`src/rtl/sensor_hit_detector.sv`:
```
// sensor_hit_detector
// Front end for the whack-a-box hit sensors. Each GPIO line is optionally
// inverted, passed through a two-flop synchroniser, debounced and
// edge-detected. Rising edges are turned into one pending box address at a
// time, which the game FSM takes with a valid/ack handshake.
//
// Build option: define SENSOR_HEX_EN to build the 7-segment decoder for
// box_addr. Without it hex_display is held blank (all segments off).

module sensor_hit_detector #(
    parameter int N_SENSORS       = 3,
    parameter int ADDR_W          = 4,
    parameter int DEBOUNCE_CYCLES = 50000,
    parameter int ACTIVE_LOW      = 0
) (
    input  logic                 clk,
    input  logic                 reset,
    input  logic [N_SENSORS-1:0] sensor_in,
    output logic [N_SENSORS-1:0] sensor_level,
    output logic                 hit_valid,
    output logic [ADDR_W-1:0]    box_addr,
    input  logic                 hit_ack,
    output logic                 missed_hit,
    input  logic                 clr_missed,
    output logic [6:0]           hex_display
);

    // The counter only has to reach DEBOUNCE_CYCLES-1; keep at least one bit
    // so a debounce length of 1 still elaborates cleanly.
    localparam int CNT_W = (DEBOUNCE_CYCLES > 1) ? $clog2(DEBOUNCE_CYCLES) : 1;
    localparam logic [CNT_W-1:0] CNT_MAX = CNT_W'(DEBOUNCE_CYCLES - 1);

    typedef enum logic {
        IDLE = 1'b0,
        PEND = 1'b1
    } state_t;

    state_t                 state;
    logic [N_SENSORS-1:0]   sensor_pol;
    logic [N_SENSORS-1:0]   sync_q1;
    logic [N_SENSORS-1:0]   sync_q2;
    logic [CNT_W-1:0]       deb_cnt [N_SENSORS];
    logic [N_SENSORS-1:0]   level_d;
    logic [N_SENSORS-1:0]   rise;
    logic                   any_rise;
    logic                   extra_rise;
    logic                   drop_hit;
    logic [ADDR_W-1:0]      first_addr;

    // Polarity correction happens before the synchroniser so everything
    // downstream sees "1 = sensor hit".
    assign sensor_pol = (ACTIVE_LOW != 0) ? ~sensor_in : sensor_in;

    // Two-flop synchroniser for the asynchronous GPIO lines.
    always_ff @(posedge clk or posedge reset) begin
        if (reset) begin
            sync_q1 <= '0;
            sync_q2 <= '0;
        end else begin
            sync_q1 <= sensor_pol;
            sync_q2 <= sync_q1;
        end
    end

    // Per-channel debounce: a level is accepted only after it has disagreed
    // with the current debounced level for DEBOUNCE_CYCLES consecutive cycles.
    always_ff @(posedge clk or posedge reset) begin
        if (reset) begin
            sensor_level <= '0;
            for (int i = 0; i < N_SENSORS; i++) begin
                deb_cnt[i] <= '0;
            end
        end else begin
            for (int i = 0; i < N_SENSORS; i++) begin
                if (sync_q2[i] != sensor_level[i]) begin
                    if (deb_cnt[i] == CNT_MAX) begin
                        sensor_level[i] <= ~sensor_level[i];
                        deb_cnt[i]      <= '0;
                    end else begin
                        deb_cnt[i] <= deb_cnt[i] + 1'b1;
                    end
                end else begin
                    deb_cnt[i] <= '0;
                end
            end
        end
    end

    // Previous debounced level, used to turn 0->1 transitions into one-cycle pulses.
    always_ff @(posedge clk or posedge reset) begin
        if (reset) begin
            level_d <= '0;
        end else begin
            level_d <= sensor_level;
        end
    end

    assign rise       = sensor_level & ~level_d;
    assign any_rise   = |rise;
    assign extra_rise = |(rise & (rise - N_SENSORS'(1)));

    // Priority encoder: the lowest-index rising channel wins, reported 1-based.
    always_comb begin
        first_addr = '0;
        for (int i = N_SENSORS - 1; i >= 0; i--) begin
            if (rise[i]) begin
                first_addr = ADDR_W'(i + 1);
            end
        end
    end

    // A hit is lost when several channels rise together, or when a new one
    // rises while the previous hit is still waiting and not being taken.
    assign drop_hit = extra_rise | ((state == PEND) & ~hit_ack & any_rise);

    // Handshake FSM with registered outputs; missed_hit is sticky and a new
    // drop takes priority over a clear in the same cycle.
    always_ff @(posedge clk or posedge reset) begin
        if (reset) begin
            state      <= IDLE;
            hit_valid  <= 1'b0;
            box_addr   <= '0;
            missed_hit <= 1'b0;
        end else begin
            case (state)
                IDLE: begin
                    if (any_rise) begin
                        box_addr  <= first_addr;
                        hit_valid <= 1'b1;
                        state     <= PEND;
                    end
                end
                PEND: begin
                    if (hit_ack) begin
                        if (any_rise) begin
                            box_addr <= first_addr;
                        end else begin
                            hit_valid <= 1'b0;
                            state     <= IDLE;
                        end
                    end
                end
                default: begin
                    hit_valid <= 1'b0;
                    state     <= IDLE;
                end
            endcase

            if (drop_hit) begin
                missed_hit <= 1'b1;
            end else if (clr_missed) begin
                missed_hit <= 1'b0;
            end
        end
    end

`ifdef SENSOR_HEX_EN
    logic [3:0] hex_nib;

    generate
        if (ADDR_W >= 4) begin : g_nib_slice
            assign hex_nib = box_addr[3:0];
        end else begin : g_nib_pad
            assign hex_nib = {{(4 - ADDR_W){1'b0}}, box_addr};
        end
    endgenerate

    // Active-low 7-segment decode (gfedcba) of the low nibble of box_addr.
    always_comb begin
        hex_display = 7'b1111111;
        case (hex_nib)
            4'h0: hex_display = 7'b1000000;
            4'h1: hex_display = 7'b1111001;
            4'h2: hex_display = 7'b0100100;
            4'h3: hex_display = 7'b0110000;
            4'h4: hex_display = 7'b0011001;
            4'h5: hex_display = 7'b0010010;
            4'h6: hex_display = 7'b0000010;
            4'h7: hex_display = 7'b1111000;
            4'h8: hex_display = 7'b0000000;
            4'h9: hex_display = 7'b0010000;
            4'hA: hex_display = 7'b0001000;
            4'hB: hex_display = 7'b0000011;
            4'hC: hex_display = 7'b1000110;
            4'hD: hex_display = 7'b0100001;
            4'hE: hex_display = 7'b0000110;
            4'hF: hex_display = 7'b0001110;
            default: hex_display = 7'b1111111;
        endcase
    end
`else
    assign hex_display = 7'b1111111;
`endif

endmodule

```
`config.mk`:
```
export PLATFORM = sky130hd
export DESIGN_NAME = sensor_hit_detector
export DESIGN_NICKNAME = d
export VERILOG_FILES = /design/src/rtl/sensor_hit_detector.sv
export SDC_FILE = /design/constraint.sdc
export NUM_CORES = 1
export LEC_CHECK = 0
export BUFFER_PORTS_ARGS = -buffer_cell sky130_fd_sc_hd__buf_2
export CORE_MARGIN = 4
export CORE_UTILIZATION = 44
export CTS_CLUSTER_DIAMETER = 60
export DETAILED_ROUTE_END_ITERATION = 8
export PLACE_DENSITY = 0.64
export SETUP_SLACK_MARGIN = 0.15
export SLEW_MARGIN = 25
export SYNTH_ARGS = -nofsm -noshare
export SYNTH_HDL_FRONTEND = slang
export SYNTH_SLANG_ARGS = --single-unit
```
`constraint.sdc`:
```
create_clock -name clk -period 2.7 [get_ports clk]
set_clock_uncertainty 0.2 [all_clocks]
set_input_delay 0.54 -clock clk [delete_from_list [all_inputs] [get_ports clk]]
set_output_delay 0.54 -clock clk [all_outputs]
set_load 0.03 [all_outputs]
```
==> metrics.md, run 1 <==
| Metric | Value |
|---|---|
| CP endpoint | `deb_cnt[9]` |
| Peak supply drop | `0.469 mV` |
| Total Die Area | `0.00851 sq mm` |
| Top_reg_cell synth | `dfrtp_1` |
| Die width | `92.3 um` |
| Most frequent cells in the layout | `dfrtp_1 (65), nor2_1 (49), xnor2_1 (36), nand3_1 (16), buf_2 (13)` |
| CTS root buffer | `clkbuf_8` |
| Unrepaired setup endpoints after global routing | `false` |
| Netlist cell types | `33` |
| Critical path data arrival time | `1.88 ns` |
| Met2 Usage GRT | `21.3%` |
| GRT Util Overall | `14.2%` |
| Yosys warns | `0` |
| Pleak | `1.43 nW` |
| Post-route insts no fill | `413` |
| DR vias/cell | `4.99` |
| # rows | `30` |
| Grt peak-use layer | `met2` |
| F_max | `533 MHz` |
| Starting DRT DRC Count | `127` |
| Outcome | `finished, final reports clean` |
| Maxcap violations | `0` |
| Clk_lat worst skew | `0.34 ns` |
| Met1 Use GR | `18.7%` |
| Post-synthesis sequential area ratio | `52.1%` |
| Hold_buf cts | `0` |
| Routed Antenna Nets | `0` |
| Max clock buf depth | `2` |
| Initial DRT Pass Iterations | `4` |
| Wire length per cell | `12.9 um` |
| CP startpoint | `deb_cnt[0]` |
| Gate count of the mapped netlist | `292` |
| Period utilization | `69.5%` |
| WL final | `5340 um` |
| Via count | `2059` |
| Layout cell share with drive strength beyond 1 | `16.1%` |
| Final min period | `1.88 ns` |
| Placed cells | `397` |
| Max-slew violations | `0` |
| Clock transition at the registers of the reported paths | `0.08 ns` |
| Core Box Area | `0.00683 sq mm` |
| Reg2reg path depth | `5` |
| I/O Pins | `23` |
| Global-route wire length before repair | `9470 um` |
| Worst R2R Start | `deb_cnt[0]` |
| CP Capture Type | `register` |
| Fin Setup TNS | `0 ns` |
| Final nets | `322` |
| Vias in the first global route | `2033` |
| DP HPWL | `3690 um` |
| Met3 usage | `4.35%` |
| Synthesized area | `0.00312 sq mm` |
| H-tree levels | `3` |
| Die Height | `92.3 um` |
| Initial antenna violation count | `0` |
| Crit Path Category | `register to register` |
| Commonest non-fill, non-tap cell in the layout | `dfrtp_1` |
| Crit path max fanout | `15` |
| Post_cts resized | `0` |
| Finish-stage setup viols | `0` |
| Post-synth EDFFs | `0` |
| Inserted Diodes | `0` |
| Inserted Clock Buffers | `9` |
| Min-Delay Path Class | `input port to async pin` |
| CTS tree | `built` |
| Initial Util | `45.7%` |
| Required time worst endpoint | `2.70 ns` |
| Setup Fix Bufs, Post-CTS | `0` |
| Hold Fails Final Rpt | `0` |
| FF-to-FF End | `deb_cnt[9]` |
| Seq cells post-synth | `65` |
| Post-detailed-route DRC marker count | `0` |
| Register-to-register setup slack | `0.82 ns` |
| GR Overflow Total | `0` |
| Buffers on Ports | `13` |
| Area grow syn2layout | `10.5%` |
| Startpoint types | `register` |
| GPL Wtd Cong | `0.755` |
| Largest net degree at the start of global routing | `25` |
| PD cells | `555 mW/mm^2` |
| Fraction of registers with async set/reset | `100%` |
| Sink Count | `65` |
| Mapped Avg Cell Area | `10.7 sq um` |
-- layer usage --
layer | wire (um) | share of wire (%) | vias up
met5 | 0 | 0 | -
met4 | 102 | 1.9 | 0
met3 | 217 | 4.1 | 7
met2 | 2400 | 45 | 31
met1 | 2610 | 49 | 999
li1 | - | - | 1022
-- power breakdown --
group	internal (mW)	switching (mW)
sequential	0.989	0.0146
combinational	0.0180	0.0590
clock	0.433	0.400
total	1.44	0.474
-- registers in the layout, summed over array words and instances (netlist names) --
signal        flops
sync_q1           3
missed_hit        1
box_addr          2
level_d           3
sync_q2           3
hit_valid         1
sensor_level      3
state             1
deb_cnt          48
-- how the worst min path moves through the flow --
stage,cells after the start,endpoint,startpoint
final,2,box_addr[0],reset
after global routing,2,box_addr[0],reset
after CTS,2,hit_valid,reset
after detailed placement,0,sync_q2[2],sync_q1[2]
after global placement,0,sync_q2[2],sync_q1[2]
after floorplan,0,sync_q2[0],sync_q1[0]
-- cells in the mapped netlist, types with 4 or more instances --
library cell	count	area [sq um]
nor4bb_1	5	50.1
nor4_1	8	50.1
nand3_1	16	80.1
nor3_1	10	50.1
inv_1	11	41.3
nand4_1	10	62.6
nand2_1	11	41.3
buf_4	12	90.1
nor4_2	6	75.1
and3_1	6	37.5
nor2_1	49	184
nand2b_1	4	25.0
a21oi_1	5	25.0
dfrtp_1	65	1630
nor2_2	4	25.0
xor2_1	9	78.8
xnor2_1	36	315
-- area by class of cell --
cell class / instances / area [sq um]
Clock inverter: 7 / 78.8
Fill cell: 649 / 3380
Clock buffer: 9 / 124
Multi-Input combinational cell: 210 / 1380
Timing Repair Buffer: 15 / 80.1
Tap cell: 96 / 120
Sequential cell: 65 / 1630
Inverter: 11 / 41.3
-- cells by family after synthesis --
group / count (synthesis) / share of synthesized area (%)
buffers and inverters: 24 / 4.57
other: 2 / 0.240
muxes: 3 / 1.08
AOI/OAI and AO/OA: 9 / 1.64
and+or+nand+nor: 141 / 26.6
xor gates and xnor gates: 45 / 12.6
DFF: 65 / 52.1
adders and majority gates: 3 / 1.20
-- per-stage QoR --
stage | cell area [sq um] | util (%) | hold slack [ns] | power, mW | setup WS [ns]
after floorplan | 3150 | - | 0.131 | 1.09 | 0.334
after global placement | 3250 | 47.6 | 0.133 | 1.10 | 0.852
after detailed placement | 3250 | 47.6 | 0.139 | 1.10 | 0.838
after CTS | 3450 | 50.5 | 0.00925 | 1.95 | 0.818
after global routing | 3450 | 50.5 | 0.0222 | 2.01 | 0.673
final | 3450 | 50.5 | 0.00781 | 1.91 | 0.823
-- worst max-delay path: stages (launching register included) --
cell,delay [ns]
dfrtp_1,0.40
ha_1,0.22
and3_1,0.25
nand4_1,0.14
nand2_1,0.41
nor2_1,0.11
(Power assumes the default switching activity.)
==> run 2: changes to the inputs <==
clock period = 1.8 ns   (was 2.7 ns; I/O delays follow)
==> metrics.md, run 2 (synthesis results as in run 1) <==
| Metric | Value |
|---|---|
| CP max stage delay | `0.45 ns (+0.04 ns)` |
| Maxcap violations | `0 (unchanged)` |
| Largest net degree at the start of global routing | `25 (unchanged)` |
| Crit Path Category | `register to register` |
| CP Cell Sequence | `nor4b_2, nand4_1, nand2_2, buf_8, nor2_1` |
| Initial antenna violation count | `0 (unchanged)` |
| WL final | `6470 um (+21%)` |
| GR Overflow Total | `0 (unchanged)` |
| GRT Util Overall | `16.0% (+1.8 points)` |
| Switch Pwr | `0.721 mW (+52%)` |
| H-tree levels | `3 (unchanged)` |
| Inserted Clock Buffers | `9 (unchanged)` |
| Clk_lat worst skew | `0.33 ns (about the same)` |
| CP max-delay cell | `dfrtp_2` |
| DR vias/cell | `5.02 (+0.65%)` |
| Buf/Inv on CP | `1 (+1)` |
| GPL Wtd Cong | `0.788 (+4.4%)` |
| PD cells | `741 mW/mm^2 (+34%)` |
| Min-Delay Path Class | `input port to register` |
| Logic pwr share | `6.2% (+2.2 points)` |
| Finish-stage setup viols | `0 (unchanged)` |
| CTS root buffer | `clkbuf_8` |
| Slew at the pin closest to its max-slew limit | `0.550 ns` |
| Via count | `2263 (+9.9%)` |
| Area grow syn2layout | `35.4%` |
| Routed Antenna Nets | `0 (unchanged)` |
| Die Height | `92.3 um (unchanged)` |
| CP Capture Type | `register` |
| Clk pwr share | `45.5% (+2.0 points)` |
| Unrepaired setup endpoints after global routing | `true` |
| Worst path top cell family by delay | `simple AND/OR/NAND/NOR gates` |
| Required time worst endpoint | `1.82 ns (-0.88 ns)` |
| Initial Util | `45.7% (unchanged)` |
| Hold Fails Final Rpt | `0 (unchanged)` |
| F_max | `588 MHz (+10%)` |
| Sink Count | `65 (unchanged)` |
| DP HPWL | `3960 um (+7.2%)` |
| Startpoint types | `register` |
| Starting DRT DRC Count | `73 (-43%)` |
| Initial DRT Pass Iterations | `4 (unchanged)` |
| Global-route wire length before repair | `11000 um (+16%)` |
| Pleak | `1.75 nW (+22%)` |
| I/O Pins | `23 (unchanged)` |
| Peak supply drop | `0.574 mV (+22%)` |
| Largest Register | `deb_cnt` |
| Most frequent cells in the layout | `dfrtp_1 (58), xnor2_1 (35), nor2_1 (35), buf_4 (26)` |
| Die width | `92.3 um (unchanged)` |
| Max-slew violations | `0 (unchanged)` |
| Max-slew headroom | `63.2%` |
| Post-placement cell area | `0.00339 sq mm (+4.4%)` |
| Period utilization | `94.4% (+25 points)` |
| Core Util, Final | `61.9% (+11 points)` |
| Largest register FFs | `48 (unchanged)` |
| Final nets | `360 (+12%)` |
| Final min period | `1.70 ns (-0.177 ns)` |
| Clock transition at the registers of the reported paths | `0.07 ns (about the same)` |
| Critical path data arrival time | `1.72 ns (-0.16 ns)` |
| Inserted Diodes | `0 (unchanged)` |
| Commonest non-fill, non-tap cell in the layout | `dfrtp_1` |
| Fin Setup TNS | `0 ns (unchanged)` |
| Seq pwr share | `48.3% (-4.1 points)` |
| # rows | `30 (unchanged)` |
| Outcome | `finished, final reports clean` |
| Core Box Area | `0.00683 sq mm (unchanged)` |
| Internal power | `2.41 mW (+67%)` |
| Wire length per cell | `14.3 um (+11%)` |
| Buffers on Ports | `13 (unchanged)` |
| Sw Share | `23.0% (-1.7 points)` |
| CTS tree | `built` |
| Vias in the first global route | `2256 (+11%)` |
| Max clock buf depth | `2 (unchanged)` |
| Crit path max fanout | `7 (-8)` |
| Layout cell share with drive strength beyond 1 | `38.3% (+22 points)` |
| Total Die Area | `0.00851 sq mm (unchanged)` |
| Post-detailed-route DRC marker count | `0 (unchanged)` |
| Post-Layout Inst Area | `0.00423 sq mm (+23%)` |
[run 2: what timing repair did]
item                       4_1_cts  5_1_grt
hold buffers                     4        0
hold endpoints to repair        22        0
setup endpoints to repair       37       47
pin swaps                        5       37
setup buffers                    5       13
gates cloned                     1        0
resized for setup               14       72
[run 2: power groups by stage]
stage	Combinational, mW	Sequential (mW)	Clock, mW
floorplan	0.105	1.53	0
CTS	0.155	1.50	1.45
global placement	0.134	1.53	0
global route	0.214	1.52	1.53
finish	0.196	1.51	1.43
detailed placement	0.135	1.53	0
[run 2: worst paths after layout]
kind,startpoint,endpoint,slack [ns],cells past startpoint
setup / recovery,deb_cnt[42],deb_cnt[32],0.10,5
hold / removal,clr_missed,missed_hit,0.02,2
setup reg to reg,deb_cnt[42],deb_cnt[32],0.10,5
hold reg to reg,sync_q1[2],sync_q2[2],0.15,0
max in group asynchronous,reset,deb_cnt[5],0.48,4
min in group asynchronous,reset,deb_cnt[40],0.42,3
[run 2: stage by stage]
stage          hold WS (ns)  cells  setup WS [ns]  total power [mW]
2_1_floorplan         0.131    299          0.196              1.64
3_3_place_gp          0.132    412         0.0470              1.67
3_5_place_dp          0.137    412         0.0258              1.67
4_1_cts             0.00916    438          0.151              3.11
5_1_grt             0.00579    451         0.0393              3.26
6_report             0.0206    451          0.100              3.13
[run 2: area by class of cell]
cell class | count | area [sq um]
Sequential cell | 65 | 1640
Inverter | 11 | 45.0
Clock buffer | 11 | 151
Tap cell | 96 | 120
Clock inverter | 5 | 77.6
Timing Repair Buffer | 52 | 440
Multi-Input combinational cell | 211 | 1760
Fill cell | 548 | 2600
[run 2: metal layers]
metal,vias to the layer above,global-route usage (%),part of all wire (%)
met4,0,5.82,0.85
met5,-,0,0
met2,41,26.0,51
met1,1120,21.1,45
met3,4,3.53,3.0
li1,1098,-,-
